===== src/rtl/uart_receiver.sv =====
// UART receiver: oversampled start detection, majority-vote bit sampling,
// 5-8 data bits LSB first, optional parity, 1/2 stop bits, one-cycle DONE handoff to the RX FIFO.
module uart_receiver #(
   parameter int OVERSAMPLE  = 16,
   parameter int SYNC_STAGES = 2
) (
   input  logic       clk_i,
   input  logic       rst_i,
   input  logic       rx_i,
   input  logic       ov_baud_rt_i,
   input  logic       rx_enable_i,
   input  logic [1:0] data_width_i,
   input  logic       parity_en_i,
   input  logic       parity_odd_i,
   input  logic       stop_bits_i,
   input  logic       rx_fifo_full_i,
   output logic [7:0] data_rx_o,
   output logic       rx_fifo_write_o,
   output logic       rx_done_o,
   output logic       frame_error_o,
   output logic       parity_error_o,
   output logic       overrun_error_o,
   output logic       busy_o
);
   localparam int TW = $clog2(OVERSAMPLE);

   typedef enum logic [2:0] {S_IDLE, S_START, S_DATA, S_PARITY, S_STOP, S_DONE} state_t;

   state_t            state, state_nx;
   logic [SYNC_STAGES-1:0] sync;
   logic              rxs;
   logic [TW-1:0]     tick_cnt;
   logic [1:0]        votes;
   logic [2:0]        bit_cnt;
   logic [7:0]        shreg;
   logic [1:0]        cfg_dw;
   logic              cfg_pen, cfg_odd, cfg_stop2;
   logic              ferr, perr, armed;
   logic              entry, period_end, sample_pt, bit_val, par_exp;

   assign rxs        = sync[SYNC_STAGES-1];
   assign entry      = (state_nx != state);
   assign period_end = ov_baud_rt_i && (tick_cnt == TW'(OVERSAMPLE-1));
   assign sample_pt  = ov_baud_rt_i && (tick_cnt >= TW'(OVERSAMPLE/2-1))
                                    && (tick_cnt <= TW'(OVERSAMPLE/2+1));
   // All three votes land well before the period end, so the tally is complete there.
   assign bit_val    = votes[1];
   assign par_exp    = cfg_odd ? ~^shreg : ^shreg;

   always_ff @(posedge clk_i or posedge rst_i) begin
      if (rst_i) sync <= '1;
      else       sync <= {sync[SYNC_STAGES-2:0], rx_i};
   end

   always_ff @(posedge clk_i or posedge rst_i) begin
      if (rst_i) state <= S_IDLE;
      else       state <= state_nx;
   end

   always_comb begin
      state_nx = state;
      case (state)
         S_IDLE:   if (!rxs && rx_enable_i && armed) state_nx = S_START;
         S_START:  if (period_end) state_nx = bit_val ? S_IDLE : S_DATA;
         S_DATA:   if (period_end && bit_cnt == ({1'b0, cfg_dw} + 3'd4))
                      state_nx = cfg_pen ? S_PARITY : S_STOP;
         S_PARITY: if (period_end) state_nx = S_STOP;
         S_STOP:   if (period_end && bit_cnt == {2'b00, cfg_stop2}) state_nx = S_DONE;
         S_DONE:   state_nx = S_IDLE;
         default:  state_nx = S_IDLE;
      endcase
   end

   always_comb begin
      busy_o          = (state != S_IDLE);
      rx_done_o       = (state == S_DONE);
      rx_fifo_write_o = (state == S_DONE) && !rx_fifo_full_i;
      overrun_error_o = (state == S_DONE) &&  rx_fifo_full_i;
   end

   always_ff @(posedge clk_i or posedge rst_i) begin
      if (rst_i) begin
         tick_cnt <= '0;
         votes    <= '0;
      end else begin
         if (entry)             tick_cnt <= '0;
         else if (period_end)   tick_cnt <= '0;
         else if (ov_baud_rt_i) tick_cnt <= tick_cnt + 1'b1;

         if (entry || period_end)  votes <= '0;
         else if (sample_pt && rxs) votes <= votes + 2'd1;
      end
   end

   always_ff @(posedge clk_i or posedge rst_i) begin
      if (rst_i) begin
         bit_cnt   <= '0;
         shreg     <= '0;
         cfg_dw    <= '0;
         cfg_pen   <= 1'b0;
         cfg_odd   <= 1'b0;
         cfg_stop2 <= 1'b0;
         ferr      <= 1'b0;
         perr      <= 1'b0;
      end else begin
         if (state == S_IDLE && state_nx == S_START) begin
            cfg_dw    <= data_width_i;
            cfg_pen   <= parity_en_i;
            cfg_odd   <= parity_odd_i;
            cfg_stop2 <= stop_bits_i;
            shreg     <= '0;
            ferr      <= 1'b0;
            perr      <= 1'b0;
         end
         if (entry) bit_cnt <= '0;
         else if (period_end && (state == S_DATA || state == S_STOP)) bit_cnt <= bit_cnt + 3'd1;

         if (state == S_DATA && period_end)   shreg <= {bit_val, shreg[7:1]};
         if (state == S_PARITY && period_end && bit_val != par_exp) perr <= 1'b1;
         if (state == S_STOP && period_end && !bit_val) ferr <= 1'b1;
      end
   end

   // Result registers load on the edge into DONE so they are valid during rx_done_o.
   always_ff @(posedge clk_i or posedge rst_i) begin
      if (rst_i) begin
         data_rx_o      <= '0;
         frame_error_o  <= 1'b0;
         parity_error_o <= 1'b0;
      end else if (state == S_STOP && state_nx == S_DONE) begin
         data_rx_o      <= shreg >> (2'd3 - cfg_dw);
         frame_error_o  <= ferr | ~bit_val;
         parity_error_o <= perr;
      end
   end

   // After a framing error (e.g. break) the line must return high before a new start counts.
   always_ff @(posedge clk_i or posedge rst_i) begin
      if (rst_i)                                 armed <= 1'b1;
      else if (state == S_DONE && frame_error_o) armed <= rxs;
      else if (rxs)                              armed <= 1'b1;
   end
endmodule


===== config.mk =====
export PLATFORM = sky130hd
export DESIGN_NAME = uart_receiver
export DESIGN_NICKNAME = d
export VERILOG_FILES = /design/src/rtl/uart_receiver.sv
export SDC_FILE = /design/constraint.sdc
export NUM_CORES = 1
export LEC_CHECK = 0
export CAP_MARGIN = 20
export CORE_ASPECT_RATIO = 1.2
export CORE_MARGIN = 3
export CORE_UTILIZATION = 50
export CTS_BUF_LIST = sky130_fd_sc_hd__clkbuf_8
export CTS_CLUSTER_DIAMETER = 50
export DETAILED_ROUTE_END_ITERATION = 12
export GPL_TIMING_DRIVEN = 0
export PLACE_DENSITY = 0.85
export RECOVER_POWER = 100
export SYNTH_ARGS = -nofsm -noshare
export SYNTH_HDL_FRONTEND = slang
export SYNTH_SLANG_ARGS = --single-unit

===== constraint.sdc =====
create_clock -name clk_i -period 4.4 [get_ports clk_i]
set_input_delay 0.88 -clock clk_i [delete_from_list [all_inputs] [get_ports clk_i]]
set_output_delay 0.88 -clock clk_i [all_outputs]
set_load 0.005 [all_outputs]

==> flow_metrics.env <==
export IMPL_drt_iter0_drc=102
export IMPL_path_delay_family="buffers and inverters"
export IMPL_min_period_ps=3010
export IMPL_synth_top_cell_by_area="dfrtp_1"
export IMPL_crit_fanout=10
export IMPL_synthDistinctLibCells=43
export IMPL_seq_area_frac_synth_pct=47.1
export IMPL_finalSetupViolCount=0
export IMPL_postRouteAntennaNets=0
export IMPL_stdcell_count=298
export IMPL_violations="capacitance limit, slew limit"
export IMPL_cts_buffer_depth=2
export IMPL_synth_ff_type="dfrtp_1"
export IMPL_finalClockSkew_ps=8.00
export IMPL_dieHeight_um=77.5
export IMPL_cts_tree="built"
export IMPL_core_rowCount=25
export IMPL_synth_nets=228
export IMPL_grt_pass1_wl_um=7070
export IMPL_yosysTopAreaCellShare_pct=43.4
export IMPL_postCtsSetupBuffers=0
export IMPL_cp_slowest_cell="dlygate4sd3_1"
export IMPL_hold_viol=0
export IMPL_clkLatencyLatePin_ps=290
export IMPL_synth_warnings=0
export IMPL_io_buffers=23
export IMPL_syn_to_final_growth_pct=16.5
export IMPL_nets=258
export IMPL_synth_edf_count=0
export IMPL_grt_antenna_before_repair=0
export IMPL_grt_ovfl_total=0
export IMPL_core_area_um2=4040
export IMPL_synth_most_common_cell="dfrtp_1"
export IMPL_clk_pin_slew_worst_paths_ps=70
export IMPL_path_buf_inv=2
export IMPL_power_leakage_nw=1.09
export IMPL_async_flop_share_pct=100
export IMPL_drv_slew=37
export IMPL_routed_via_density=5.45
export IMPL_antenna_cells=0
export IMPL_cts_buffers=5
export IMPL_crit_chain="clkbuf_1, nor2b_1, and2_0, nor2b_1, dlygate4sd3_1"
export IMPL_die_area_um2=5090
export IMPL_synth_area_um2=2130
export IMPL_synth_avg_cell_area_um2=10.0
export IMPL_track_usage_pct=18.0
export IMPL_critPathKind="reg -> out"
export IMPL_min_period_over_period_pct=68.5
export IMPL_place_area_um2=2430
export IMPL_start_util_pct=52.8
export IMPL_cap_violations=1
export IMPL_fin_tns_setup_ps=0
export IMPL_cpMostUsedCell="nor2b_1"
export IMPL_drive_gt1_share_pct=9.43
export IMPL_gp_congestion=0.810
export IMPL_wl_per_cell_um=13.9
export IMPL_r2r_start="tick_cnt[0]$_DFFE_PP0P_"
export IMPL_rsz0062_at_grt="false"
export IMPL_grt_max_degree=41
export IMPL_min_from="sync[0]$_DFF_PP1_"
export IMPL_crit_required_ps=3520
export IMPL_route_detailed_drc=0
export IMPL_synth_area_leaders="dfrtp_1 (43%), nand2_1 (6.3%), mux2_2 (6.3%)"
export IMPL_ir_worst_vdd_uv=197
export IMPL_dpl_hpwl_um=2940
export IMPL_hp_class="reg -> reg"
export IMPL_slowest_delay_ps=560
export IMPL_die_x_um=65.6
export IMPL_cp_data_arrival_time_ps=2130
export IMPL_maxSlewHeadroom_pct=-0.107
export IMPL_post_cts_resized=0
export IMPL_num_vias=1624
export IMPL_grt_pass1_vias=1559
export IMPL_outcome="finished with violations"
export IMPL_ys_seq_elements=40
export IMPL_ioPinCount=25
export IMPL_final_area_um2=2480
export IMPL_cp_end_kind="primary output"
export IMPL_clkSinkCount=40
export IMPL_tightest_slew_ps=1500
export IMPL_power_density_nw_per_um2=402
export IMPL_postSynthCellCount=213
export IMPL_holdBufCountCts=0
export IMPL_yosys_top_cells_count="dfrtp_1 (37), nand2_1 (36), o21ai_0 (22)"
export IMPL_drt_wl_total_um=4140
export IMPL_dr_pass1_iters=4
export IMPL_cts_max_level=2
export IMPL_clockRootBuffer="clkbuf_8"
export IMPL_crit_path_start_kind="register"
export IMPL_startpoint="state[0]$_DFF_PP0_"
export IMPL_timing_fmax_ghz=0.332
export IMPL_post_place_cells=290
[path summary, 6_finish.rpt]
kind | to | slack [ps] | cells past startpoint
min in group asynchronous | state[0]$_DFF_PP0_ | 1470 | 2
hold reg to reg | sync[1]$_DFF_PP1_ | 360 | 0
hold / removal | sync[1]$_DFF_PP1_ | 360 | 0
max in group asynchronous | data_rx_o[7]$_DFFE_PP0P_ | 2040 | 2
setup reg to reg | tick_cnt[0]$_DFFE_PP0P_ | 2040 | 5
setup / recovery | rx_fifo_write_o | 1390 | 5
[state kept, by name (all words and copies together) (netlist names), 2 cells and up]
signal	count
sync	2
bit_cnt	3
votes	2
state	3
shreg	8
data_rx_o	8
cfg_dw	2
tick_cnt	4
[through the flow]
step	worst slack [ps]	hold slack, ps	util (%)	total power [W]
finish	1390	358	61.6	0.000998
global route	1240	365	61.6	0.00107
CTS	1530	361	62.2	0.00101
detailed placement	1530	351	60.2	0.000787
global placement	1530	347	60.2	0.000772
floorplan	2160	345	-	0.000714
[metal layers]
| metal | GRT usage [%] | routed length [µm] | part of all wire (%) | up-vias |
|---|---|---|---|---|
| met5 | 0 | 0 | 0 | - |
| met4 | 9.13 | 91 | 2.2 | 0 |
| met3 | 3.47 | 111 | 2.7 | 7 |
| met2 | 29.4 | 2120 | 51 | 30 |
| met1 | 22.6 | 1820 | 44 | 781 |
| li1 | - | - | - | 806 |
[final cells by class]
class	instances	area [µm²]
fill	344	1550
multi-input combinational	155	1030
sequential	40	1000
timing repair buffer	23	230
clock buffer	5	68.8
tap	54	67.6
buffer	12	53.8
inverter	6	22.5
clock inverter	3	11.3
[where the power goes]
group | switching [W] | internal [W] | total (W)
registers | 0.0000507 | 0.000422 | 0.000472
logic | 0.000163 | 0.000141 | 0.000304
clock network | 0.000116 | 0.000106 | 0.000222
total | 0.000330 | 0.000668 | 0.000998
[cell families after synthesis]
kind of cell             Yosys count  share of synthesized area, %
adder cells (fa/ha/maj)            4                          2.35
flip-flops                        40                          47.1
AO/OA/AOI/OAI                     48                          14.5
buffers and inverters             18                          4.46
XOR/XNOR                          15                          6.81
AND/OR/NAND/NOR                   71                          16.1
multiplexers                      17                          8.69
[cells in the final DEF (no fill, tap or decap), types with 4 or more instances in the layout]
master / n
a211oi_1: 7
a21oi_1: 6
clkbuf_1: 9
clkbuf_8: 5
clkdlybuf4s50_1: 7
dfrtp_1: 37
dlygate4sd3_1: 16
ha_1: 4
inv_1: 9
mux2_2: 11
mux2i_1: 5
nand2_1: 36
nor2_1: 7
nor2b_1: 4
o21ai_0: 22
xnor2_1: 13
Note: power is estimated with default switching activity, not from simulation.
